## config.mk

```make
export PLATFORM = sky130hd
export DESIGN_NAME = imm_decode_stage
export DESIGN_NICKNAME = d
export VERILOG_FILES = /design/src/rtl/imm_decode_stage.sv
export SDC_FILE = /design/constraint.sdc
export NUM_CORES = 1
export LEC_CHECK = 0
export ABC_AREA = 1
export BUFFER_PORTS_ARGS = -buffer_cell sky130_fd_sc_hd__buf_2
export CAP_MARGIN = 20
export CORE_UTILIZATION = 45
export CTS_CLUSTER_DIAMETER = 40
export DETAILED_ROUTE_END_ITERATION = 8
export GPL_ROUTABILITY_DRIVEN = 0
export HOLD_SLACK_MARGIN = 0.02
export PLACE_DENSITY = 0.82
export SLEW_MARGIN = 25
export SYNTH_ARGS = -nofsm -noshare
export SYNTH_HDL_FRONTEND = slang
export SYNTH_SLANG_ARGS = --single-unit
```

## constraint.sdc

```tcl
create_clock -name clk -period 1.34 [get_ports clk]
set_input_delay 0.134 -clock clk [delete_from_list [all_inputs] [get_ports clk]]
set_output_delay 0.134 -clock clk [all_outputs]
set_load 0.005 [all_outputs]
```

## src/rtl/imm_decode_stage.sv

```systemverilog
// RV32I immediate decode stage: classifies the immediate format, sign-extends it to XLEN and registers the register fields.
// Latency: one cycle; an instruction accepted on edge N is presented with out_valid=1 right after edge N.
// Backpressure: valid/ready on both sides. With IMM_DECODE_SKID_EN a 2-entry skid makes in_ready registered; otherwise in_ready = !out_valid || out_ready.
module imm_decode_stage #(
  parameter int XLEN = 32
) (
  input  logic            clk,
  input  logic            rst_n,
  input  logic            flush,
  input  logic [31:0]     in_instr,
  input  logic            in_valid,
  output logic            in_ready,
  output logic [XLEN-1:0] out_imm,
  output logic [2:0]      out_fmt,
  output logic [4:0]      out_rd,
  output logic [4:0]      out_rs1,
  output logic [4:0]      out_rs2,
  output logic [2:0]      out_funct3,
  output logic [6:0]      out_funct7,
  output logic [6:0]      out_opcode,
  output logic            out_valid,
  input  logic            out_ready
);

  // Immediate format codes as seen on out_fmt.
  localparam logic [2:0] FMT_NONE = 3'd0;
  localparam logic [2:0] FMT_I    = 3'd1;
  localparam logic [2:0] FMT_S    = 3'd2;
  localparam logic [2:0] FMT_B    = 3'd3;
  localparam logic [2:0] FMT_U    = 3'd4;
  localparam logic [2:0] FMT_J    = 3'd5;

  // RV32I major opcodes that carry an immediate.
  localparam logic [6:0] OP_LOAD   = 7'b0000011;
  localparam logic [6:0] OP_IMM    = 7'b0010011;
  localparam logic [6:0] OP_JALR   = 7'b1100111;
  localparam logic [6:0] OP_SYSTEM = 7'b1110011;
  localparam logic [6:0] OP_STORE  = 7'b0100011;
  localparam logic [6:0] OP_BRANCH = 7'b1100011;
  localparam logic [6:0] OP_LUI    = 7'b0110111;
  localparam logic [6:0] OP_AUIPC  = 7'b0010111;
  localparam logic [6:0] OP_JAL    = 7'b1101111;

  // One decoded instruction as it is held in the output or skid register.
  typedef struct packed {
    logic [XLEN-1:0] imm;
    logic [2:0]      fmt;
    logic [4:0]      rd;
    logic [4:0]      rs1;
    logic [4:0]      rs2;
    logic [2:0]      funct3;
    logic [6:0]      funct7;
    logic [6:0]      opcode;
  } entry_t;

  typedef enum logic [1:0] {
    ST_EMPTY = 2'd0,
    ST_BUSY  = 2'd1,
    ST_FULL  = 2'd2
  } state_t;

  // Register fields are copied unconditionally; only imm/fmt depend on the opcode.
  function automatic entry_t decode(input logic [31:0] i);
    entry_t e;
    e        = '0;
    e.rd     = i[11:7];
    e.rs1    = i[19:15];
    e.rs2    = i[24:20];
    e.funct3 = i[14:12];
    e.funct7 = i[31:25];
    e.opcode = i[6:0];
    case (i[6:0])
      OP_LOAD, OP_IMM, OP_JALR, OP_SYSTEM: begin
        e.fmt = FMT_I;
        e.imm = {{(XLEN-11){i[31]}}, i[30:20]};
      end
      OP_STORE: begin
        e.fmt = FMT_S;
        e.imm = {{(XLEN-11){i[31]}}, i[30:25], i[11:7]};
      end
      OP_BRANCH: begin
        e.fmt = FMT_B;
        e.imm = {{(XLEN-12){i[31]}}, i[7], i[30:25], i[11:8], 1'b0};
      end
      OP_LUI, OP_AUIPC: begin
        e.fmt = FMT_U;
        e.imm = {{(XLEN-31){i[31]}}, i[30:12], 12'b0};
      end
      OP_JAL: begin
        e.fmt = FMT_J;
        e.imm = {{(XLEN-20){i[31]}}, i[19:12], i[20], i[30:21], 1'b0};
      end
      default: begin
        e.fmt = FMT_NONE;
        e.imm = '0;
      end
    endcase
    return e;
  endfunction

  state_t state_q;
  state_t state_d;
  entry_t out_q;
  entry_t dec;
  logic   in_xfer;
  logic   out_xfer;
  logic   load_out_in;
`ifdef IMM_DECODE_SKID_EN
  entry_t skid_q;
  logic   load_out_skid;
  logic   load_skid;
  logic   in_ready_q;
`endif

  assign dec       = decode(in_instr);
  assign out_valid = (state_q != ST_EMPTY);
  assign in_xfer   = in_valid && in_ready;
  assign out_xfer  = out_valid && out_ready;

  // Next-state and register load enables; flush overrides every transfer in the cycle.
  always_comb begin
    state_d     = state_q;
    load_out_in = 1'b0;
`ifdef IMM_DECODE_SKID_EN
    load_out_skid = 1'b0;
    load_skid     = 1'b0;
`endif
    if (flush) begin
      state_d = ST_EMPTY;
    end else begin
      case (state_q)
        ST_EMPTY: begin
          if (in_xfer) begin
            state_d     = ST_BUSY;
            load_out_in = 1'b1;
          end
        end
        ST_BUSY: begin
          if (in_xfer && out_xfer) begin
            // New entry replaces the departing one; the skid stays empty.
            load_out_in = 1'b1;
`ifdef IMM_DECODE_SKID_EN
          end else if (in_xfer) begin
            state_d   = ST_FULL;
            load_skid = 1'b1;
`endif
          end else if (out_xfer) begin
            state_d = ST_EMPTY;
          end
        end
`ifdef IMM_DECODE_SKID_EN
        ST_FULL: begin
          if (out_xfer) begin
            state_d       = ST_BUSY;
            load_out_skid = 1'b1;
          end
        end
`endif
        default: begin
          state_d = ST_EMPTY;
        end
      endcase
    end
  end

  // Control state register.
  always_ff @(posedge clk or negedge rst_n) begin
    if (!rst_n) begin
      state_q <= ST_EMPTY;
    end else begin
      state_q <= state_d;
    end
  end

  // Output register: fed from the decoder, or from the skid when draining FULL.
  always_ff @(posedge clk or negedge rst_n) begin
    if (!rst_n) begin
      out_q <= '0;
    end else if (load_out_in) begin
      out_q <= dec;
`ifdef IMM_DECODE_SKID_EN
    end else if (load_out_skid) begin
      out_q <= skid_q;
`endif
    end
  end

`ifdef IMM_DECODE_SKID_EN
  // Skid register catches the entry accepted while the output is stalled.
  always_ff @(posedge clk or negedge rst_n) begin
    if (!rst_n) begin
      skid_q <= '0;
    end else if (load_skid) begin
      skid_q <= dec;
    end
  end

  // in_ready comes straight from a flop so out_ready never reaches it combinationally.
  always_ff @(posedge clk or negedge rst_n) begin
    if (!rst_n) begin
      in_ready_q <= 1'b1;
    end else begin
      in_ready_q <= (state_d != ST_FULL);
    end
  end

  assign in_ready = in_ready_q;
`else
  assign in_ready = !out_valid || out_ready;
`endif

  assign out_imm    = out_q.imm;
  assign out_fmt    = out_q.fmt;
  assign out_rd     = out_q.rd;
  assign out_rs1    = out_q.rs1;
  assign out_rs2    = out_q.rs2;
  assign out_funct3 = out_q.funct3;
  assign out_funct7 = out_q.funct7;
  assign out_opcode = out_q.opcode;

endmodule
```

======== Yosys cells after proc, flatten, opt, wreduce, memory -nomap -nowiden ========
Index checks and enable logic that the tools add are counted.
cells by class
  equal/unequal tests ..................... 13
  mux-type cells .......................... 10
  reductions and logical operators ........ 10
operator list
  cell                                           number
  one-hot mux 35 bit (5 select lines)            1
  == test 7 bit, second input constant           4
  == test 7 x 5 -> 1 bit, second input constant  2
  == test 7 x 6 -> 1 bit, second input constant  2
  != test 3 bit, second input constant           3
  two-way mux 2 bit                              4
  == test 7 x 2 -> 1 bit, second input constant  1
  one-hot mux 2 bit (2 select lines)             1
  OR reduction 4 bit                             1
  logical AND 1 bit                              3
  two-way mux 1 bit                              3
  AND reduction 3 bit                            1
  == test 2 x 1 -> 1 bit, second input constant  1
  zero test 2 bit                                1
  one-hot mux 1 bit (2 select lines)             1
  nonzero test 2 bit                             1
  OR reduction 2 bit                             1
  zero test 1 bit                                1
  logical OR 1 bit                               1
word-level totals
  register bits after elaboration ......... 69
  word-level logic and storage cells ...... 42

======== Depth between registers and ports, before layout ========
Gate-level depths: netlist of the first run.
  depth after elaboration ................. 8
  gate-level depth with buffers ........... 10

======== Worst setup path after synthesis of the first run ========
No wires, ideal clock.
  path kind ............................... reg-to-reg
  start ................................... reg state_q[0]
  end ..................................... reg out_q, in the netlist out_imm[20]
  library setup time ...................... 0.065 ns
  arrival time ............................ 1.116 ns
  data required time ...................... 1.275 ns
  setup slack ............................. 0.159 ns
  stages on the path, launching flop included .. 8
  path buffers ............................ 2
  clock period less this slack ............ 1.181 ns
  path through ............................ dfrtp_1 nand2_1 nand2_1 inv_1 buf_2 buf_2 nand2_1 nand2_1
between the ends
  word-level cells in the longest chain between the ends .. 8
RTL lines
  element                                 RTL line  text
  from (decl)                             101       state_t state_q;
  from (signal assigned)                  171       state_q <= state_d;
  nonzero test 2 bit (*)                  116       assign out_valid = (state_q != ST_EMPTY);
  zero test 1 bit (*)                     209       assign in_ready = !out_valid || out_ready;
  logical OR 1 bit (*)                    209
  named net in_ready                      12        output logic in_ready,
  logical AND 1 bit (*)                   117       assign in_xfer = in_valid && in_ready;
  logical AND 1 bit                       139       if (in_xfer && out_xfer) begin
  two-way mux 1 bit                       139
  one-hot mux 1 bit (2 select lines) (*)  131       case (state_q)
  two-way mux 1 bit (*)                   128       if (flush) begin
  to (signal assigned)                    178       out_q <= '0;
  to (signal assigned)                    180       out_q <= dec;
  to (decl)                               103       entry_t out_q;
The timed path passes the listed nets; every way through them passes the cells marked *.
A chain may end at the register's enable or synchronous reset.

======== Final worst setup path of the first run ========
  start ................................... reg state_q[0]
  end ..................................... reg out_q, in the netlist out_imm[16]
between the ends
  word-level cells in the longest chain between the ends .. 8
RTL lines
  element                                 RTL line
  nonzero test 2 bit                      116
  zero test 1 bit                         209
  logical OR 1 bit                        209
  logical AND 1 bit                       117
  logical AND 1 bit                       139
  two-way mux 1 bit                       139
  one-hot mux 1 bit (2 select lines) (*)  131
  two-way mux 1 bit (*)                   128
Mark *: on every way between the ends. The rest lies on a longest branch, timed or not.

==> metrics.md, run 1 <==
| Metric | Value |
|---|---|
| Status | complete, no violations |
| Max-Cap Viols | 0 |
| Period utilization | slightly below 90% |
| Worst hold endpoint | state_q[0] |
| Ant diodes | 0 |
| Cell variety after synth | 20 |
| Most common cell after layout, fill and taps aside | nand2_1 |
| CTS Buf Count | 9 |
| Core ar. | approximately 6500 sq um |
| Most used cell, CP | nand2_1 |
| Fmax | between 0.8 and 0.9 GHz |
| Slew Limit Headroom | a little over two thirds |
| Yosys warns | 0 |
| Syn Inst Count | between 300 and 400 |
| Nets | ~560 |
| Post-route ant nets | 0 |
| Crit Path Class | reg -> reg |
| Syn nets | about 430 |
| Sink Count | 68 |
| Clock Latency Late Sink | ~0.35 ns |
| Sequential power share | 49.1% |
| Root Buffer | clkbuf_8 |
| Post-DP HPWL | approximately 5700 microns |
| Final setup fails | 0 |
| Clock buffer depth | 2 |
| Unrepaired setup endpoints after global routing | false |
| Final Skew | roughly 0.0057 ns |
| CP Capture Type | flip-flop |
| Flop and latch count out of synthesis | 68 |
| Combinational group share of total power | ~15% |
| Total power | 4750 uW |
| Crit path time final | approximately 1.2 ns |
| Setup TNS | 0 ns |
| Finished Layout Cells | between 600 and 700 |
| Wirelength, routed | ~8200 microns |
| DP Cell Count | 570 |
| Ports | ~110 |
| Clock-pin transition on the worst setup and hold timing paths | about 0.080 ns |
| Filler instances | approximately 570 |
| Footprint of the multi-input gates | between 1000 and 1500 sq um |
| Worst hold start | in_valid |
| Register area share after synthesis | between 50% and 60% |
| Net switching power | approximately 1300 uW |
| CP Max Fanout | 16 |
| Slowest cell on the critical path | dfrtp_1 |
| Full die area | between 7000 and 8000 sq um |
| IO buf count | 105 |
| Worst R2R Start | state_q[0] |
| Row Count | 29 |
| Worst-Margin Slew | approximately 0.45 ns |
| Vias in the first global route | 2,873 |
| Hold Path Cell Cnt | 3 |
| First-pass GRT wire length | around 13,000 microns |
| Routed len/inst | roughly 14 microns |
| Total Routing Usage GR | around 24% |
| Synth Area per Inst | slightly below 8 sq um |
| Worst Hold Class | in -> reg |
| Die width | between 80 and 90 microns |
| PwrDens | roughly 1100 nW/um^2 |
| CTS tree | yes |
| Clock network power share | between 30% and 40% |
| Grt ovf | 0 |
| R2r endpoint | out_imm[16] |
| Vias per cell | a little under 5 |
| CP Data Arrival Time | roughly 1.5 ns |
| R2R Setup Slk | between 0.15 and 0.2 ns |
| Net Sw Frac | between 20% and 30% |
| Min Hold Slack | ~0.04 ns |
| DR DRC count | 0 |
| DR iter-0 viols | between 100 and 150 |
| Critical Path Source Type | flip-flop |
| Maximum vdd ir drop | 0.678 mV |
| Initial core utilization | between 40 and 50% |
| Most frequent cells in the layout | nand2_1, buf_2, dfrtp_1, nor2_1 |
| Crit-path cells | nand2_1 -> nand2_2 -> inv_2 -> buf_4 -> nand2_1 -> nand2_1 |
| Area Growth Syn to Fin | 32.5% |
| Drt pass-1 iters | 5 |
| Slew Limit Fails | 0 |
| Leakage | around 0.0026 uW |
| Share of cells above drive strength 1 | around 29% |
| Int Pwr | about 3400 uW |
| Vias post-DR | approximately 3,000 |
| Mapped cell area | ~3100 sq um |
| Register area | 1700 sq um |
| Largest stage delay on the critical path | roughly 0.38 ns |
| Chip height | ~85 microns |
| Largest net degree at the start of global routing | 86 |
| CTS H-tree depth | 3 |
| Number of antenna violations at the first check in global routing | 0 |
| Number of post-CTS setup repair buffers | 0 |
| Reg2reg path depth | 6 |
| Data required, critical path | ~1.6 ns |
| Fin. Hold Viols | 0 |
through the flow:
stage          setup slack (ns)  utilization, %  cell area, sq um
6_report                  0.174            63.3              4140
5_1_grt                  0.0610            63.3              4140
4_1_cts                  0.0548            63.3              4140
3_5_place_dp             0.0902            57.5              3750
3_3_place_gp              0.102            57.5              3750
2_1_floorplan             0.159               -              3120
state kept, by name, indices dropped and copies added (netlist names):
signal,cells
out_fmt,3
out_funct3,3
out_funct7,7
out_imm,32
out_opcode,7
out_rd,5
out_rs1,5
out_rs2,5
state_q,1
synth_stat cells (all sizes together):
cell type | n | area share, %
nand2 | 212 | 27
dfrtp | 68 | 54
nor2 | 30 | 4.2
inv | 23 | 2.8
nand3 | 22 | 4.7
o21ai | 20 | 3.2
buf | 14 | 3.0
clkbuf | 3 | 0.36
a21oi | 1 | 0.16
nand4 | 1 | 0.20
o21bai | 1 | 0.24
logic make-up (layout without fill, tap and decap cells):
family / count (synthesis) / after routing / synth area share, %
and+or+nand+nor: 265 / 265 / 35.8
DFF: 68 / 68 / 54.5
buffers and inverters: 40 / 172 / 6.13
AOI/OAI and AO/OA: 22 / 22 / 3.61
how the worst max path moves through the flow:
stage                     startpoint          end  slack (ns)  cells past startpoint
after floorplan           state_q[0]  out_imm[20]        0.16                      7
after CTS                 state_q[0]  out_imm[16]        0.05                      6
after global placement    state_q[0]   out_fmt[0]        0.10                      6
final                     state_q[0]  out_imm[16]        0.17                      6
after detailed placement  state_q[0]  out_imm[17]        0.09                      6
after global routing      state_q[0]  out_imm[12]        0.06                      6
critical path, delay by kind of cell (launching register included):
| kind | cells | cell delay, ns |
|---|---|---|
| simple gates | 4 | 0.35 |
| buf+inv | 2 | 0.35 |
| flops | 1 | 0.38 |
routing by layer:
layer	vias up	part of all wire (%)	GRT usage (%)
li1	1462	-	-
met4	0	3.3	13.5
met3	27	6.6	6.91
met1	1362	44	29.3
met5	-	0	0
met2	111	46	38.5
timing repair:
action                     in CTS  in global routing
resized for setup               0                  1
hold buffers                   18                  0
hold endpoints to repair       33                  0
setup endpoints to repair       0                 14
power by group through the flow:
stage | Combinational (uW) | Sequential [uW] | Clock (uW)
6_report | 698 | 2330 | 1720
5_1_grt | 786 | 2350 | 1820
4_1_cts | 698 | 2330 | 1740
3_5_place_dp | 658 | 2360 | 0
3_3_place_gp | 639 | 2360 | 0
2_1_floorplan | 263 | 2380 | 0
cell type report:
type / count / area share (%)
well taps: 77 / 2.33
clock inverters: 6 / 1.54
clock buffers: 10 / 3.33
inverters: 23 / 2.09
flip-flops and latches: 68 / 41.1
multi-input cells: 287 / 29.8
repair buffers: 133 / 19.8
Power figures use the tool's default switching activity.
==> inputs of run 2 (changes only) <==
--- a/config.mk
+++ b/config.mk
@@ -9,11 +9,10 @@
 export BUFFER_PORTS_ARGS = -buffer_cell sky130_fd_sc_hd__buf_2
 export CAP_MARGIN = 20
 export CORE_UTILIZATION = 45
-export CTS_CLUSTER_DIAMETER = 40
 export DETAILED_ROUTE_END_ITERATION = 8
 export GPL_ROUTABILITY_DRIVEN = 0
 export HOLD_SLACK_MARGIN = 0.02
-export PLACE_DENSITY = 0.82
+export PLACE_DENSITY = 0.73
 export SLEW_MARGIN = 25
 export SYNTH_ARGS = -nofsm -noshare
 export SYNTH_HDL_FRONTEND = slang
==> run 2 against run 1 <==
Critical path depth rose by 1; cell count shrank 0.17%; count of clock-buffer cells in the layout did not move; setup slack got worse by 0.076 ns; register-to-register slack got worse by 0.08 ns; design area is 0.60% higher; global-route usage down 1.0 points; sequential power barely moved; largest power group unchanged; clock power up 14%; first-iteration DRC count increased by 24%; maximum frequency decreased by 6.1%.
==> metrics.md, run 2 (same netlist as run 1, synthesis figures left out) <==
| Metric | Value |
|---|---|
| Slew Limit Fails | 0 |
| Most used cell, CP | nand2_1 |
| Worst Hold Class | in -> reg |
| Total Routing Usage GR | between 20 and 25% |
| Most frequent cells in the layout | nand2_1, buf_2, dfrtp_1, nor2_1, inv_1 |
| Combinational group share of total power | 13.9% |
| Unrepaired setup endpoints after global routing | false |
| CTS Buf Count | 9 |
| Sequential power share | 46.8% |
| Initial core utilization | between 40 and 50% |
| Largest net degree at the start of global routing | between 80 and 90 |
| First-pass GRT wire length | 13,000 microns |
| Net switching power | roughly 1300 uW |
| CTS H-tree depth | 3 |
| Final Skew | about 0.011 ns |
| Ports | 106 |
| Chip height | 85.3 microns |
| Row Count | 29 |
| Ant diodes | 0 |
| Slew Limit Headroom | roughly 76% |
| Clock Latency Late Sink | 0.33 ns |
| Clock network power share | 39.3% |
| Number of antenna violations at the first check in global routing | 0 |
| Crit Path Class | reg -> reg |
| Post-route ant nets | 0 |
| Slowest cell on the critical path | dfrtp_1 |
| Crit path time final | roughly 1.2 ns |
| Share of cells above drive strength 1 | 28.7% |
| Vias per cell | 4.77 |
| Clock-pin transition on the worst setup and hold timing paths | roughly 0.09 ns |
| CP Capture Type | flip-flop |
| Largest stage delay on the critical path | between 0.3 and 0.4 ns |
| Period utilization | around 93% |
| Nets | between 500 and 600 |
| Area Growth Syn to Fin | 33.3% |
| Fin. Hold Viols | 0 |
| Crit-path cells | nand2_1 -> nand2_2 -> inv_1 -> buf_12 -> buf_6 -> nand3_1 -> nand2_1 |
| Final setup fails | 0 |
| Root Buffer | clkbuf_8 |
| Sink Count | 68 |
| Setup TNS | 0 ns |
| Int Pwr | around 3700 uW |
| DR iter-0 viols | ~150 |
| Status | complete, no violations |
| Worst-Margin Slew | 0.356 ns |
| Data required, critical path | around 1.6 ns |
| CP Data Arrival Time | between 1.5 and 2 ns |
| Filler instances | roughly 580 |
| Vias post-DR | ~2,900 |
| Drt pass-1 iters | 4 |
| Max-Cap Viols | 0 |
| Leakage | around 0.0026 uW |
| Full die area | just over 7000 sq um |
| Maximum vdd ir drop | roughly 0.68 mV |
| Wirelength, routed | 7900 microns |
| Most common cell after layout, fill and taps aside | nand2_1 |
| Post-DP HPWL | 5450 microns |
| Net Sw Frac | between 20% and 30% |
| CTS tree | yes |
| Max reg flops | 32 |
| Core ar. | between 6000 and 7000 sq um |
| Fmax | 0.805 GHz |
| Number of post-CTS setup repair buffers | 0 |
| Grt ovf | 0 |
| Die width | 85.3 microns |
| Vias in the first global route | about 2,700 |
| Routed len/inst | ~13 microns |
| PwrDens | 1200 nW/um^2 |
| Register area | 1700 sq um |
| Critical Path Source Type | flip-flop |
| Footprint of the multi-input gates | between 1000 and 1500 sq um |
| CP Max Fanout | 18 |
| Core Util, Final | between 60% and 70% |
| IO buf count | 105 |
| DR DRC count | 0 |
| Clock buffer depth | 2 |
==> run 2: worst max-delay path: cells and delay by family (launching register included) <==
family / cells / cell delay, ns
buf+inv: 3 / 0.44
flops: 1 / 0.38
simple gates: 4 / 0.37
==> run 2: layer usage <==
metal	part of all wire, %	wire [microns]	track usage (%)	vias up
met4	1.2	95	9.09	0
met5	0	0	0	-
met2	46	3630	35.6	95
met3	6.4	502	4.57	8
li1	-	-	-	1456
met1	46	3670	32.1	1317
==> run 2: per-stage QoR <==
step | cell area (sq um) | power [uW] | hold slack, ns | instances | setup WS (ns)
after floorplan | 3120 | 2640 | -0.162 | 395 | 0.159
after CTS | 4150 | 5010 | 0.0335 | 603 | 0.0598
after global placement | 3760 | 3010 | 0.185 | 571 | 0.0854
after global routing | 4160 | 5210 | 0.0536 | 603 | 0.0170
final | 4160 | 4980 | 0.0464 | 603 | 0.0981
after detailed placement | 3760 | 3020 | 0.183 | 571 | 0.0357
==> run 2: final timing paths <==
| kind | slack (ns) | cells past startpoint | to | from |
|---|---|---|---|---|
| worst max register to register | 0.1 | 7 | out_imm[9] | state_q[0] |
| worst max-delay path | 0.1 | 7 | out_imm[9] | state_q[0] |
| worst min-delay path | 0.05 | 3 | state_q[0] | in_valid |
| worst min register to register | 0.48 | 2 | out_opcode[1] | out_opcode[1] |
| max in group asynchronous | 0.71 | 3 | out_funct7[6] | rst_n |
| min in group asynchronous | 0.34 | 3 | out_rd[0] | rst_n |
==> run 2: timing repair <==
action / in CTS / in global routing
hold buffers: 16 / 0
setup endpoints to repair: 0 / 8
endpoints found under the hold margin: 83 / 0
resized for setup: 0 / 2
==> run 2: layout make-up <==
cell class | instances | share of cell area, %
repair buffers | 132 | 19.5
flip-flops and latches | 68 | 40.9
inverters | 23 | 2.07
clock inverters | 6 | 2.25
well taps | 77 | 2.32
clock buffers | 10 | 3.31
multi-input cells | 287 | 29.6
==> run 2: power by group through the flow <==
stage	Clock (uW)	Combinational, uW	Sequential (uW)
after CTS	1990	694	2330
after detailed placement	0	658	2360
after floorplan	0	263	2380
after global routing	2070	785	2350
final	1960	690	2330
after global placement	0	645	2360
